`config.mk`:
```
export PLATFORM = sky130hd
export DESIGN_NAME = alu_share_ctrl
export DESIGN_NICKNAME = d
export VERILOG_FILES = /design/src/rtl/alu_ctrl_pkg.sv /design/src/rtl/rr_arb2.sv /design/src/rtl/alu_share_ctrl.sv
export SDC_FILE = /design/constraint.sdc
export NUM_CORES = 1
export LEC_CHECK = 0
export CORE_UTILIZATION = 40
export CTS_BUF_LIST = sky130_fd_sc_hd__clkbuf_8
export DETAILED_ROUTE_END_ITERATION = 12
export MAX_ROUTING_LAYER = met4
export PLACE_DENSITY = 0.82
export REMOVE_ABC_BUFFERS = 1
export SLEW_MARGIN = 20
export SYNTH_ARGS = -nofsm -noshare
export SYNTH_HDL_FRONTEND = slang
export SYNTH_SLANG_ARGS = --single-unit
```
`constraint.sdc`:
```
create_clock -name clk -period 1.7 [get_ports clk]
set_input_delay 0.17 -clock clk [delete_from_list [all_inputs] [get_ports clk]]
set_output_delay 0.17 -clock clk [all_outputs]
set_load 0.05 [all_outputs]
```
`src/rtl/alu_ctrl_pkg.sv`:
```
// Shared types and constants for the ALU sharing controller.
//   state_t : controller FSM states (IDLE, EXEC, RESP)
//   ctl_t   : opcode/funct/shamt bundle registered on accept
//   OP_*/FUNCT_* : ALU encodings used by issue logic and tests
package alu_ctrl_pkg;

  typedef enum logic [1:0] {
    IDLE = 2'd0,
    EXEC = 2'd1,
    RESP = 2'd2
  } state_t;

  typedef struct packed {
    logic [5:0] opcode;
    logic [5:0] funct;
    logic [4:0] shamt;
  } ctl_t;

  localparam logic [5:0] OP_RTYPE  = 6'b000000;
  localparam logic [5:0] FUNCT_SLL = 6'b000000;
  localparam logic [5:0] FUNCT_ADD = 6'b100000;
  localparam logic [5:0] FUNCT_AND = 6'b100100;

  // Latency counter width; covers ALU_LAT up to 15.
  localparam int CNT_W = 4;

endpackage

```
`src/rtl/rr_arb2.sv`:
```
// Two-way round-robin grant, purely combinational.
//   req[1:0]   : request vector (bit i = requester i valid)
//   last_grant : requester granted most recently (0 or 1)
//   gnt[1:0]   : one-hot (or zero) grant
// A lone requester always wins; on a tie the requester that was not
// granted last time wins.
module rr_arb2 (
  input  logic [1:0] req,
  input  logic       last_grant,
  output logic [1:0] gnt
);

  always_comb begin
    gnt = 2'b00;
    if (req[0] && (!req[1] || last_grant)) begin
      gnt[0] = 1'b1;
    end else if (req[1]) begin
      gnt[1] = 1'b1;
    end
  end

endmodule

```
`src/rtl/alu_share_ctrl.sv`:
```
// Shares one combinational ALU between two requesters.
// Round-robin arbitration in IDLE; the winning operation is registered and
// drives the ALU for ALU_LAT cycles (EXEC), then alu_out is captured and held
// on a tagged response port until accepted (RESP).
// Ports:
//   clk, rst                 : clock, synchronous active-high reset
//   req{0,1}_valid/ready     : requester handshake (ready only in IDLE)
//   req{0,1}_opcode/funct/shamt/a/b : operation fields
//   alu_opcode/funct/shamt/inp1/inp2 : registered ALU operands
//   alu_out                  : ALU result
//   rsp_valid/ready/id/data  : response handshake, issuing requester, result
//   rsp_zero                 : result-is-zero flag (only when ALU_ZERO_FLAG_EN)
// Build option: define ALU_ZERO_FLAG_EN to add the rsp_zero output.
module alu_share_ctrl
  import alu_ctrl_pkg::*;
#(
  parameter int DATA_W  = 32,
  parameter int ALU_LAT = 1
) (
  input  logic              clk,
  input  logic              rst,
  input  logic              req0_valid,
  output logic              req0_ready,
  input  logic [5:0]        req0_opcode,
  input  logic [5:0]        req0_funct,
  input  logic [4:0]        req0_shamt,
  input  logic [DATA_W-1:0] req0_a,
  input  logic [DATA_W-1:0] req0_b,
  input  logic              req1_valid,
  output logic              req1_ready,
  input  logic [5:0]        req1_opcode,
  input  logic [5:0]        req1_funct,
  input  logic [4:0]        req1_shamt,
  input  logic [DATA_W-1:0] req1_a,
  input  logic [DATA_W-1:0] req1_b,
  output logic [5:0]        alu_opcode,
  output logic [5:0]        alu_funct,
  output logic [4:0]        alu_shamt,
  output logic [DATA_W-1:0] alu_inp1,
  output logic [DATA_W-1:0] alu_inp2,
  input  logic [DATA_W-1:0] alu_out,
  output logic              rsp_valid,
  input  logic              rsp_ready,
  output logic              rsp_id,
  output logic [DATA_W-1:0] rsp_data
`ifdef ALU_ZERO_FLAG_EN
  ,
  output logic              rsp_zero
`endif
);

  localparam logic [CNT_W-1:0] CNT_INIT = CNT_W'(ALU_LAT - 1);

  state_t            state_reg;
  logic              last_grant_reg;
  logic [CNT_W-1:0]  cnt_reg;
  ctl_t              ctl_reg;
  logic [DATA_W-1:0] a_reg;
  logic [DATA_W-1:0] b_reg;
  logic              id_reg;
  logic              rsp_valid_reg;
  logic [DATA_W-1:0] rsp_data_reg;

  logic [1:0]        gnt;
  logic              accept;
  ctl_t              win_ctl;
  logic [DATA_W-1:0] win_a;
  logic [DATA_W-1:0] win_b;

  rr_arb2 u_arb (
    .req        ({req1_valid, req0_valid}),
    .last_grant (last_grant_reg),
    .gnt        (gnt)
  );

  // Grants only matter in IDLE; outside IDLE both readies stay low.
  assign req0_ready = (state_reg == IDLE) && gnt[0];
  assign req1_ready = (state_reg == IDLE) && gnt[1];
  assign accept     = req0_ready || req1_ready;

  // Winner select: gnt is one-hot, so gnt[1] alone picks the source.
  always_comb begin
    win_ctl = gnt[1] ? ctl_t'{req1_opcode, req1_funct, req1_shamt}
                     : ctl_t'{req0_opcode, req0_funct, req0_shamt};
    win_a   = gnt[1] ? req1_a : req0_a;
    win_b   = gnt[1] ? req1_b : req0_b;
  end

  always_ff @(posedge clk) begin
    if (rst) begin
      state_reg      <= IDLE;
      last_grant_reg <= 1'b1;
      cnt_reg        <= '0;
      ctl_reg        <= '0;
      a_reg          <= '0;
      b_reg          <= '0;
      id_reg         <= 1'b0;
      rsp_valid_reg  <= 1'b0;
      rsp_data_reg   <= '0;
`ifdef ALU_ZERO_FLAG_EN
      rsp_zero       <= 1'b0;
`endif
    end else begin
      case (state_reg)
        IDLE: begin
          if (accept) begin
            ctl_reg        <= win_ctl;
            a_reg          <= win_a;
            b_reg          <= win_b;
            id_reg         <= gnt[1];
            last_grant_reg <= gnt[1];
            cnt_reg        <= CNT_INIT;
            state_reg      <= EXEC;
          end
        end
        EXEC: begin
          if (cnt_reg == '0) begin
            rsp_data_reg  <= alu_out;
            rsp_valid_reg <= 1'b1;
`ifdef ALU_ZERO_FLAG_EN
            rsp_zero      <= (alu_out == '0);
`endif
            state_reg     <= RESP;
          end else begin
            cnt_reg <= cnt_reg - 1'b1;
          end
        end
        RESP: begin
          // Returning to IDLE here means the next grant is one cycle later.
          if (rsp_ready) begin
            rsp_valid_reg <= 1'b0;
            state_reg     <= IDLE;
          end
        end
        default: state_reg <= IDLE;
      endcase
    end
  end

  assign alu_opcode = ctl_reg.opcode;
  assign alu_funct  = ctl_reg.funct;
  assign alu_shamt  = ctl_reg.shamt;
  assign alu_inp1   = a_reg;
  assign alu_inp2   = b_reg;
  assign rsp_valid  = rsp_valid_reg;
  assign rsp_id     = id_reg;
  assign rsp_data   = rsp_data_reg;

endmodule
```
# Yosys cells after proc, flatten, opt, wreduce, memory -nomap -nowiden
# Cells that the tools add are included.
dict set report word_totals {
  out_inout_bits 117
  word_cells 49
  reg_bits 122
  in_bits 199
}
dict set report op_classes {
  n_mux 16
  n_addsub 1
  reduce_logical 15
  n_eq_ne 6
}
# operator count
set ops {}
lappend ops {{$mux 32} 2}
lappend ops {{$mux 17} 1}
lappend ops {{$reduce_and 3->1} 3}
lappend ops {{$mux 4} 2}
lappend ops {{$ne 2x2->1 const B} 4}
lappend ops {{$pmux 4 s2} 1}
lappend ops {{$mux 2} 3}
lappend ops {{$pmux 2 s3} 1}
lappend ops {{$mux 1} 5}
lappend ops {{$logic_not 4->1} 1}
lappend ops {{$reduce_and 2->1} 2}
lappend ops {{$reduce_bool 2->1} 2}
lappend ops {{$sub 4x1->4 const B} 1}
lappend ops {{$logic_and 1x1->1} 3}
lappend ops {{$eq 2x1->1 const B} 1}
lappend ops {{$eq 2x2->1 const B} 1}
lappend ops {{$logic_not 2->1} 1}
lappend ops {{$logic_or 1x1->1} 2}
lappend ops {{$pmux 1 s2} 1}
lappend ops {{$logic_not 1->1} 1}

# Logic depth before layout (Yosys ltp)
dict set report depth {
  word_depth 8
  ltp_mapped 7
  mapped_depth_nobuf 5
}

# Modules after synthesis
# From an unflattened synthesis, not the netlist that was laid out.
dict set report unflattened {
  hier_cells 571
  area_unflattened_um2 5362.6
}
# module cells_each seq_area_each_um2 instances area_each_um2
set modules_own_cells {}
lappend modules_own_cells {alu_share_ctrl 568 2442.3 1 5343.9}
lappend modules_own_cells {rr_arb2 3 0.0 1 18.8}

# Worst setup path before layout
# No wires, ideal clock.
dict set report synth_path {
  path_kind {reg2out}
  from {register last_grant_reg}
  to {output req1_ready}
  required_time_ps 1530
  t_arrival_ps 1896
  n_path_buf 2
  path_slack_ps -366
  stages_incl_launch_ff 5
  path_cell_list {dfxtp_1 > a21bo_2 > buf_2 > buf_1 > nor3_1}
}
dict set report synth_between {
  elab_chain_cells 4
}
# element line_no
set synth_lines {}
lappend synth_lines {{start: declaration} alu_share_ctrl.sv:55} ;# logic last_grant_reg;
lappend synth_lines {{start signal: assignment} alu_share_ctrl.sv:111} ;# last_grant_reg <= gnt[1];
lappend synth_lines {{$logic_or 1x1->1} rr_arb2.sv:15} ;# if (req[0] && (!req[1] || last_grant)) begin
lappend synth_lines {{$logic_and 1x1->1} rr_arb2.sv:15}
lappend synth_lines {{$mux 1} rr_arb2.sv:15}
lappend synth_lines {{$logic_and 1x1->1} alu_share_ctrl.sv:78} ;# assign req1_ready = (state_reg == IDLE) && gnt[1];
lappend synth_lines {{end: declaration} alu_share_ctrl.sv:30} ;# output logic req1_ready,
# No other way between the ends.

# Worst setup path in the final report
dict set report layout_path {
  from {input req0_valid}
  to {output req0_ready}
}
dict set report layout_between {
  elab_chain_cells 3
}
# element line_no
set layout_lines {}
lappend layout_lines {{start: declaration} alu_share_ctrl.sv:22} ;# input logic req0_valid,
lappend layout_lines {{$logic_and 1x1->1} rr_arb2.sv:15}
lappend layout_lines {{$mux 1} rr_arb2.sv:15}
lappend layout_lines {{$logic_and 1x1->1} alu_share_ctrl.sv:77} ;# assign req0_ready = (state_reg == IDLE) && gnt[0];
lappend layout_lines {{end: declaration} alu_share_ctrl.sv:23} ;# output logic req0_ready,
# No other way between the ends.

==> impl_results.md <==
- R2r setup slk: 0.08 ns
- TritonCTS clock tree: done
- Commonest cells post-synth: nand2_1 (166), dfxtp_1 (122), a21oi_1 (117)
- Worst-path cell chain: clkdlybuf4s50_1 -> or3b_4 -> nor2_4 -> buf_12
- Total CTS buffers: 17
- Diode count: 0
- Worst setup path start: req0_valid
- Worst Tran Pin Value: 0.529 ns
- Worst hold path type: in -> reg
- Area leader, netlist: dfxtp_1
- Overflow after GRT: 0
- Fin Hold WS: 0.160 ns
- Max-cap violations: 0
- Die X: 123 um
- Detail Placement HPWL: 13900 um
- Post-Syn Area: 5840 um2
- RSZ-0062 raised after global routing: true
- Rows: 43
- Core Area: 14000 um2
- Final Cycle Share: 0.973
- Share of cells above drive strength 1: 0.195
- CP bufs+invs: 2
- VDD IR max: 0.470 mV
- Crit Reg-Reg Startpoint: cnt_reg[0]
- First-pass GRT wire length: 30100 um
- Residual DRC: 0
- Mapped Cells: 661
- R2R Path End: rsp_data[14]
- Startpoint Class: primary input
- Initial Util: 0.416
- Avg WL per Cell: 17.4 um
- Die Footprint: 15100 um2
- Syn avg cell area: 8.83 um2
- Initial antenna violation count: 0
- Slowest-stage cell, CP: clkdlybuf4s50_1
- Global placement routability congestion: 0.775
- Synth warn: 0
- Final net count: 1146
- Count of input and output buffers: 315
- Sink Count: 122
- CTS Root Buffer Type: clkbuf_8
- Crit path capture: req0_ready
- Area fraction of the dominant cell type after synthesis: 0.418
- Post-synthesis sequential area ratio: 0.418
- Worst clock skew: 0.00920 ns
- Post-synth EDFFs: 0
- Req. time, crit path: 1.53 ns
- Number of global-route vias before repair: 5931
- Crit end category: output port
- Fmax: 0.604 GHz
- Area after DPL: 9110 um2
- Via count: 6135
- Setup violations, final: 0
- Slowest stage delay, CP: 0.61 ns
- #FFs+latches synth: 122
- Detail Route Antenna Nets: 0
- CTS Buffer Depth: 2
- Crit-path max FO: 5
- Cell variety after synth: 38
- Vias per inst: 5.40
- P&R area growth vs syn: 61.4%
- Critical Path AT: 1.48 ns
- Final min period: 1.65 ns
- Max-slew headroom: 0.649
- CP delay by family, top: buffers and inverters
- CP Depth: 4
- Drt first pass iters: 5
- Static leakage: 3.81 nW
- Htree depth: 4
- Top cells by area, synth: dfxtp_1 (42%), a311oi_2 (21%), nand2_1 (11%)
- Worst Reg-to-Reg Cells: 6
- Synth Flop Type: dfxtp_1
- Fin. max-slew vios: 0
- Io pins: 316
- GRT Resource Usage Total: 0.269
- Clk_lat worst skew: 0.45 ns
- Most common cell in the synthesized netlist: nand2_1
- Die H: 123 um
- Routed wire length: 19800 um
- Post-route cell area: 9420 um2
- Outcome: finished clean
- Worst-path clk slew: 0.07 ns
- Drt initial violations: 275
- Pwr per Cell Area: 987 nW/um2
- Final Hold Viols: 0
- Async set-reset flop share out of synthesis: 0
- Worst Setup Path Type: in -> out
- Largest net degree at the start of global routing: 62
==> layer usage <==
metal / GRT usage / vias up / share of wire
li1: - / 2959 / -
met1: 0.291 / 2891 / 0.38
met2: 0.448 / 251 / 0.50
met3: 0.0934 / 34 / 0.095
met4: 0.106 / 0 / 0.025
met5: - / - / 0
==> cells in the final DEF (no fill, tap or decap), types with 2 or more instances in the layout <==
cell type and n:
ha_1 2, clkbuf_8 21, nor2_4 2, buf_12 15, clkinvlp_4 2, clkinv_2 5
a21oi_1 117, dfxtp_1 120, o21a_1 2, or3b_4 2, o21ai_1 11, nand3_1 32
clkdlybuf4s50_1 197, a221oi_1 2, o21ai_0 21, nand2_1 166, buf_6 2, a311oi_2 80
dfxtp_4 2, buf_4 46, dlygate4sd2_1 79, nor2b_1 2, inv_1 5, nor3_1 3
==> stage by stage <==
step | setup slack, ns | utilization | std cells | setup TNS, ns | total power [mW]
after global routing | -0.00415 | 0.671 | 1136 | -0.00415 | 9.71
after detailed placement | -0.123 | 0.649 | 1104 | -4.54 | 7.08
after global placement | -0.0690 | 0.649 | 1104 | -2.50 | 7.05
after CTS | -0.00648 | 0.669 | 1134 | -0.00648 | 9.36
after floorplan | -3.60 | - | 587 | -312.17 | 5.55
final | 0.0451 | 0.671 | 1136 | 0 | 9.30
==> report_power, final <==
part	total [mW]	switching, mW	internal [mW]	leakage [nW]
clock network	2.41	1.14	1.27	0.190
registers	3.35	0.170	3.18	1.01
logic	3.53	2.21	1.32	2.61
total	9.30	3.52	5.78	3.81
==> worst register-to-register path, delay by kind of cell, from the launching register on <==
family / cells / cell delay [ns]
flops: 1 / 0.32
simple gates: 1 / 0.42
buf+inv: 2 / 0.28
compound gates: 2 / 0.28
fa+ha+maj: 1 / 0.17
==> worst min path at each step <==
stage / endpoint / start / cells after the start / slack (ns)
after detailed placement: rsp_valid / rsp_valid / 2 / 0.46
after floorplan: alu_funct[0] / rst / 1 / 0.24
after global routing: rsp_data[13] / rst / 2 / 0.16
after CTS: rsp_data[30] / rst / 2 / 0.14
final: rsp_data[13] / rst / 2 / 0.16
after global placement: rsp_valid / rsp_valid / 2 / 0.44
==> layout make-up <==
class	instances	area, um2
Clock buffer	21	289
Clock inverter	9	73.8
Fill cell	1193	4620
Inverter	4	15.0
Multi-Input combinational cell	461	3040
Sequential cell	122	2450
Tap cell	180	225
Timing Repair Buffer	339	3330
==> kinds of logic (layout without fill, tap and decap cells) <==
| family | after synthesis | in the layout | synth area share |
|---|---|---|---|
| compound gates | 240 | 240 | 0.349 |
| fa+ha+maj | 2 | 2 | 0.00428 |
| buf+inv | 78 | 373 | 0.0688 |
| flops | 122 | 122 | 0.418 |
| simple gates | 219 | 219 | 0.159 |
==> timing repair <==
item | 4_1_cts | 5_1_grt
pin swaps | 1 | 0
buffers inserted | 0 | 2
gates cloned | 0 | 0
gates resized for setup | 86 | 11
endpoints found under the setup margin | 85 | 21
hold buffers | 0 | 0
(Power assumes the default switching activity.)
